==> src/rtl/ttc_pkg.sv <==
// Shared types and defaults for the exhaustive truth-table sweep checker.
package ttc_pkg;

  typedef enum logic [1:0] {
    IDLE  = 2'd0,
    RUN   = 2'd1,
    CHECK = 2'd2,
    DONE  = 2'd3
  } ttc_state_t;

  localparam int N_IN_DEFAULT   = 4;
  localparam int SETTLE_DEFAULT = 2;
  localparam int CNT_W          = 4;

endpackage

==> src/rtl/truth_table_capture_first_set_idx.sv <==
// Priority encoder: index of the lowest set bit of vec, plus a valid flag.
module first_set_idx #(
  parameter int W  = 16,
  parameter int IW = 4
) (
  input  logic [W-1:0]  vec,
  output logic [IW-1:0] idx,
  output logic          vld
);

  // Scan from the top down so the lowest set bit is the last one written.
  always_comb begin
    idx = '0;
    vld = 1'b0;
    for (int i = W - 1; i >= 0; i--) begin
      if (vec[i]) begin
        idx = IW'(i);
        vld = 1'b1;
      end
    end
  end

endmodule

==> src/rtl/truth_table_capture.sv <==
// Drives every input vector of a small combinational DUT, captures its output
// into a truth table, then compares against an expected table.
module truth_table_capture
  import ttc_pkg::*;
#(
  parameter int N_IN   = N_IN_DEFAULT,
  parameter int SETTLE = SETTLE_DEFAULT
) (
  input  logic                 clk,
  input  logic                 rst,
  input  logic                 start,
  input  logic [2**N_IN-1:0]   expected,
  input  logic                 dut_y,
  output logic [N_IN-1:0]      dut_in,
  output logic                 busy,
  output logic                 done,
  output logic [2**N_IN-1:0]   table_out,
  output logic                 pass,
  output logic [N_IN:0]        mismatch_count,
  output logic [N_IN-1:0]      first_fail_idx,
  output logic                 fail_valid
);

  localparam int DEPTH = 2**N_IN;

  ttc_state_t         state_q, state_d;
  logic [N_IN-1:0]    idx_q, idx_d;
  logic [CNT_W-1:0]   cnt_q, cnt_d;
  logic [DEPTH-1:0]   exp_q, exp_d;
  logic [DEPTH-1:0]   table_q, table_d;
  logic               pass_q, pass_d;
  logic [N_IN:0]      mcnt_q, mcnt_d;
  logic [N_IN-1:0]    ffi_q, ffi_d;
  logic               fval_q, fval_d;

  logic [DEPTH-1:0]   diff;
  logic [N_IN:0]      popcnt;
  logic [N_IN-1:0]    enc_idx;
  logic               enc_vld;
  logic               accept;
  logic               sample;

  assign diff   = table_q ^ exp_q;
  assign accept = start && ((state_q == IDLE) || (state_q == DONE));
  assign sample = (state_q == RUN) && (cnt_q == CNT_W'(SETTLE));

  first_set_idx #(
    .W  (DEPTH),
    .IW (N_IN)
  ) u_first_set_idx (
    .vec (diff),
    .idx (enc_idx),
    .vld (enc_vld)
  );

  always_comb begin
    popcnt = '0;
    for (int i = 0; i < DEPTH; i++) begin
      popcnt = popcnt + {{N_IN{1'b0}}, diff[i]};
    end
  end

  always_ff @(posedge clk or posedge rst) begin
    if (rst) begin
      state_q <= IDLE;
      idx_q   <= '0;
      cnt_q   <= '0;
      exp_q   <= '0;
      table_q <= '0;
      pass_q  <= 1'b0;
      mcnt_q  <= '0;
      ffi_q   <= '0;
      fval_q  <= 1'b0;
    end else begin
      state_q <= state_d;
      idx_q   <= idx_d;
      cnt_q   <= cnt_d;
      exp_q   <= exp_d;
      table_q <= table_d;
      pass_q  <= pass_d;
      mcnt_q  <= mcnt_d;
      ffi_q   <= ffi_d;
      fval_q  <= fval_d;
    end
  end

  always_comb begin
    state_d = state_q;
    case (state_q)
      IDLE, DONE: if (start) state_d = RUN;
      RUN:        if (sample && (idx_q == '1)) state_d = CHECK;
      CHECK:      state_d = DONE;
      default:    state_d = IDLE;
    endcase
  end

  // Datapath: sweep counters, table capture and result registration.
  always_comb begin
    idx_d   = idx_q;
    cnt_d   = cnt_q;
    exp_d   = exp_q;
    table_d = table_q;
    pass_d  = pass_q;
    mcnt_d  = mcnt_q;
    ffi_d   = ffi_q;
    fval_d  = fval_q;

    if (accept) begin
      idx_d   = '0;
      cnt_d   = '0;
      exp_d   = expected;
      table_d = '0;
      pass_d  = 1'b0;
      mcnt_d  = '0;
      ffi_d   = '0;
      fval_d  = 1'b0;
    end else if (state_q == RUN) begin
      cnt_d = cnt_q + CNT_W'(1);
      if (sample) begin
        table_d[idx_q] = dut_y;
        cnt_d          = '0;
        if (idx_q != '1) idx_d = idx_q + N_IN'(1);
      end
    end else if (state_q == CHECK) begin
      pass_d = ~enc_vld;
      mcnt_d = popcnt;
      ffi_d  = enc_idx;
      fval_d = enc_vld;
    end
  end

  always_comb begin
    dut_in         = (state_q == RUN) ? idx_q : '0;
    busy           = (state_q == RUN) || (state_q == CHECK);
    done           = (state_q == DONE);
    table_out      = table_q;
    pass           = pass_q;
    mismatch_count = mcnt_q;
    first_fail_idx = ffi_q;
    fail_valid     = fval_q;
  end

endmodule

==> config.mk <==
export PLATFORM = sky130hd
export DESIGN_NAME = truth_table_capture
export DESIGN_NICKNAME = d
export VERILOG_FILES = /design/src/rtl/ttc_pkg.sv /design/src/rtl/truth_table_capture_first_set_idx.sv /design/src/rtl/truth_table_capture.sv
export SDC_FILE = /design/constraint.sdc
export NUM_CORES = 1
export LEC_CHECK = 0
export CAP_MARGIN = 30
export CORE_MARGIN = 10
export CORE_UTILIZATION = 50
export CTS_BUF_LIST = sky130_fd_sc_hd__clkbuf_16
export DETAILED_ROUTE_END_ITERATION = 8
export GPL_TIMING_DRIVEN = 0
export PLACE_DENSITY = 0.76
export SYNTH_ARGS = -nofsm -noshare
export SYNTH_HDL_FRONTEND = slang
export SYNTH_HIERARCHICAL = 1
export SYNTH_SLANG_ARGS = --single-unit
export TNS_END_PERCENT = 10
==> constraint.sdc <==
create_clock -name clk -period 12.5 [get_ports clk]
set_clock_uncertainty 0.2 [all_clocks]
set_input_delay 3.125 -clock clk [delete_from_list [all_inputs] [get_ports clk]]
set_output_delay 3.125 -clock clk [all_outputs]
set_load 0.005 [all_outputs]
After elaboration in Yosys (flattened, before gate mapping)
Cells that the tools add are included.
- register bits: 53
- output and inout bits: 33
- word-level logic and storage cells: 116
- reduce and logical (&&, ||, !) cells: 16
- bitwise logic cells: 2
- mux-type cells: 61
- $add $sub $neg: 17
- equality and inequality tests: 9
- order comparisons: 2
- operator list (kind ; count):
    $mux 4 ; 27
    $add 5x1->5 ; 11
    $mux 16 ; 3
    $mux 1 ; 23
    $bwmux 16 ; 1
    $xor 16x16->16 ; 1
    $mux 5 ; 3
    $add 4x1->4 const B ; 2
    $reduce_bool 2->1 ; 4
    $ne 2x2->1 const B ; 3
    $pmux 2 s3 ; 1
    $reduce_and 2->1 ; 3
    $add 4x1->5 ; 1
    $lt 4x5->1 const B ; 1
    $add 3x1->4 ; 1
    $demux 1 s4 ; 1
    $eq 2x2->1 const B ; 2
    $eq 4x2->1 const B ; 1
    $eq 4x4->1 const B ; 1
    $ge 4x1->1 const B ; 1
    $logic_and 1x1->1 ; 4
    $mux 2 ; 2
    $ne 4x4->1 const B ; 1
    $add 2x1->3 ; 1
    other kinds (7) ; 8

Logic depth before layout (Yosys ltp)
- depth after elaboration: 21
- mapped depth: 14

By module
Netlist, hierarchy kept.
- by module, submodules not included (module ; cells an instance ; times used ; area each (um^2) ; seq. area each (um^2)):
    truth_table_capture ; 255 ; 1 ; 2950.3 ; 1326.3
    first_set_idx ; 33 ; 1 ; 178.9 ; 0.0

Worst setup path before layout
No wires, ideal clock.
- path kind: reg2out
- start: reg state_q[1]
- end: out dut_in[0]
- setup slack: 8151 ps
- cell stages (with the launch flop): 5
- data arrival time: 1024 ps
- required time: 9175 ps
- cell sequence: dfrtp_1 -> inv_1 -> ha_1 -> buf_2 -> and2_1
- word-level cells in the longest chain between the ends: 2
- ends and longest elaborated chain (element ; RTL line ; source):
    start, declared ; truth_table_capture.sv:26 ; ttc_state_t state_q, state_d;
    start signal, assigned ; truth_table_capture.sv:75 ; state_q <= state_d;
    $eq 2x1->1 ; truth_table_capture.sv:133 ; dut_in = (state_q == RUN) ? idx_q : '0;
    $mux 4 ; truth_table_capture.sv:133 ;
    end, declared ; truth_table_capture.sv:14 ; output logic [N_IN-1:0] dut_in,
No other way between the ends.

Worst setup path in the final report
Ends and elaborated chain as after synthesis.

==> qor.txt <==
IO Count: 53
Setup crit end kind: output port
Final WS setup: 7230 ps
Post-synth EDFFs: 0
# fillers: 508
crit path max fanout: 10
max incr delay on CP: 510 ps
post-CTS sizing: 0
vias in the first global route: 2449
status: completed
worst-case clock buffer depth: 2
synth warn: 6
fin crit period: 5270 ps
cell area after layout: 0.00390 sq mm
Syn Inst Count: 288
Final HPWL DP: 5.49 mm
FMAX: 0.190 GHz
CTS Hold Bufs: 0
H-tree depth: 2
Root Driver: clkbuf_16
Rows: 28
first-pass GRT wire length: 12.1 mm
Synth Flop Type: dfrtp_1
max-slew violations: 0
post-route ant nets: 0
diode count: 0
Avg WL per Cell: 16.8 um
Residual DRC: 0
CTS tree: built
largest net degree at the start of global routing: 39
share of layout cells above drive strength 1: 13.5%
initial core utilization: 52.2%
Syn Nets: 333
router iterations before antenna repair: 7
CP required: 9170 ps
dpl cells: 416
routed wire length: 7.12 mm
RSZ-0062 raised after global routing: false
Die X: 99.1 um
GP Congestion: 0.866
Post-Layout Cell Count: 423
Worst path slowest cell: clkdlybuf4s50_1
number of synthesized register bits: 53
Final nets: 393
Detailed Route Iter0 Violations: 107
Seq. cell area: 0.00133 sq mm
Syn Std Cell Area: 0.00313 sq mm
P&R area growth vs syn: 24.6%
worst min path class: flip-flop to flip-flop
DP Area: 0.00376 sq mm
grt total ovfl: 0
Final Hold Viols: 0
gr usage total: 15.1%
multi-input logic area: 0.00162 sq mm
final critical-path share of the clock period: 42.2%
FFs w/ async S/R, synth: 100%
crit path DAT: 1950 ps
Sink Count: 53
Worst slew margin: 65.0%
Setup Fix Bufs, Post-CTS: 0
Die Y: 99.1 um
Clock transition at path regs: 70 ps
sequential-to-total area share from yosys stat: 42.4%
WS Path Type: flip-flop to output port
initial antenna violation count: 0
endpoints failing setup: 0
post-synth cell types: 41
Num CTS Buffers: 5
MaxCap Viol Count: 0
CP Launch Type: flip-flop
Worst-Margin Slew: 524 ps
worst-path cell chain: inv_1, ha_1, buf_2, and2_1, clkdlybuf4s50_1
syn_area_per_cell: 10.9 sq um
DR vias/cell: 5.45
Fin Setup TNS: 0 ps
PortBufs: 52
die area: 0.00982 sq mm
Worst-Skew Late Latency: 290 ps
DP Worst Slack: 7430 ps
core area: 0.00599 sq mm
Vias: 2305
## worst max-delay path: cells and delay by family (launching register included)
family                   cells  cell delay [ps]
adder cells (fa/ha/maj)      1              210
buffers and inverters        3              850
flip-flops                   1              410
AND/OR/NAND/NOR              1              190
## stage by stage
step	utilization, %	hold slack (ps)
3_3_place_gp	62.5	268
6_report	65.1	283
3_5_place_dp	62.8	272
2_1_floorplan	-	273
4_1_cts	65.1	287
5_1_grt	65.1	318
## layout by cell type, fill, tap and decap left out, types with 2 or more instances in the layout
cell,n
nor3_1,3
clkdlybuf4s50_1,52
and3_1,2
a21oi_2,2
nand4_1,6
o31ai_1,2
buf_2,8
buf_6,2
dfrtp_1,53
a311oi_2,2
xor2_1,17
nor4_2,2
a21oi_1,7
buf_4,2
nor2_1,30
fa_1,10
mux2_2,16
clkbuf_16,5
mux2i_1,19
inv_1,25
nand2_1,11
a21o_1,2
nand3_1,14
ha_1,15
nor2b_1,3
and2_1,5
xnor2_1,3
clkbuf_1,2
a22o_1,10
## cells by family after synthesis
kind of cell	synth area share, %
flip-flops	42.4
AND/OR/NAND/NOR	13.2
multiplexers	11.8
adder cells (fa/ha/maj)	12.4
buffers and inverters	5.84
XOR/XNOR	5.60
AO/OA/AOI/OAI	8.80
## registers in the layout (all words and copies together) (netlist names)
name            cells
state_q             2
fail_valid          1
table_out          16
idx_q               4
first_fail_idx      4
pass                1
mismatch_count      5
cnt_q               4
exp_q              16
## worst paths after layout
kind | startpoint | to | slack [ps] | depth (start not counted)
hold reg to reg | pass | pass | 280 | 2
setup / recovery | state_q[1] | dut_in[0] | 7230 | 5
max in group asynchronous | rst | mismatch_count[4] | 8640 | 3
hold / removal | pass | pass | 280 | 2
min in group asynchronous | rst | state_q[1] | 2930 | 2
setup reg to reg | table_out[5] | mismatch_count[4] | 8120 | 11
## cells in the mapped netlist, types with 3 or more instances
cell type,n,area share [%]
a21oi_1,7,1.1
a22o_1,10,2.8
and2_1,5,1.0
buf_2,8,1.3
dfrtp_1,53,42
fa_1,10,6.4
ha_1,15,6.0
inv_1,26,3.1
mux2_2,16,5.8
mux2i_1,19,6.1
nand2_1,11,1.3
nand3_1,14,2.2
nand4_1,6,1.2
nor2_1,30,3.6
nor2b_1,3,0.60
nor3_1,3,0.48
xnor2_1,3,0.84
xor2_1,17,4.8
## cell type report
cell class,count,area share (%)
inverter,26,2.50
timing repair buffer,53,13.9
multi-input combinational,195,41.5
buffer,14,2.18
clock inverter,2,0.289
tap,75,2.41
clock buffer,5,3.21
sequential,53,34.0
## layer usage
layer | share of wire, % | wire length [um] | GRT usage, %
met5 | 0 | 0 | 0
met4 | 1.5 | 105 | 4.30
met3 | 6.9 | 492 | 4.78
met2 | 48 | 3400 | 24.7
met1 | 44 | 3130 | 18.6
Power is not shown: default switching activity piles up to over one toggle a cycle in this logic, so the estimate is an artifact.
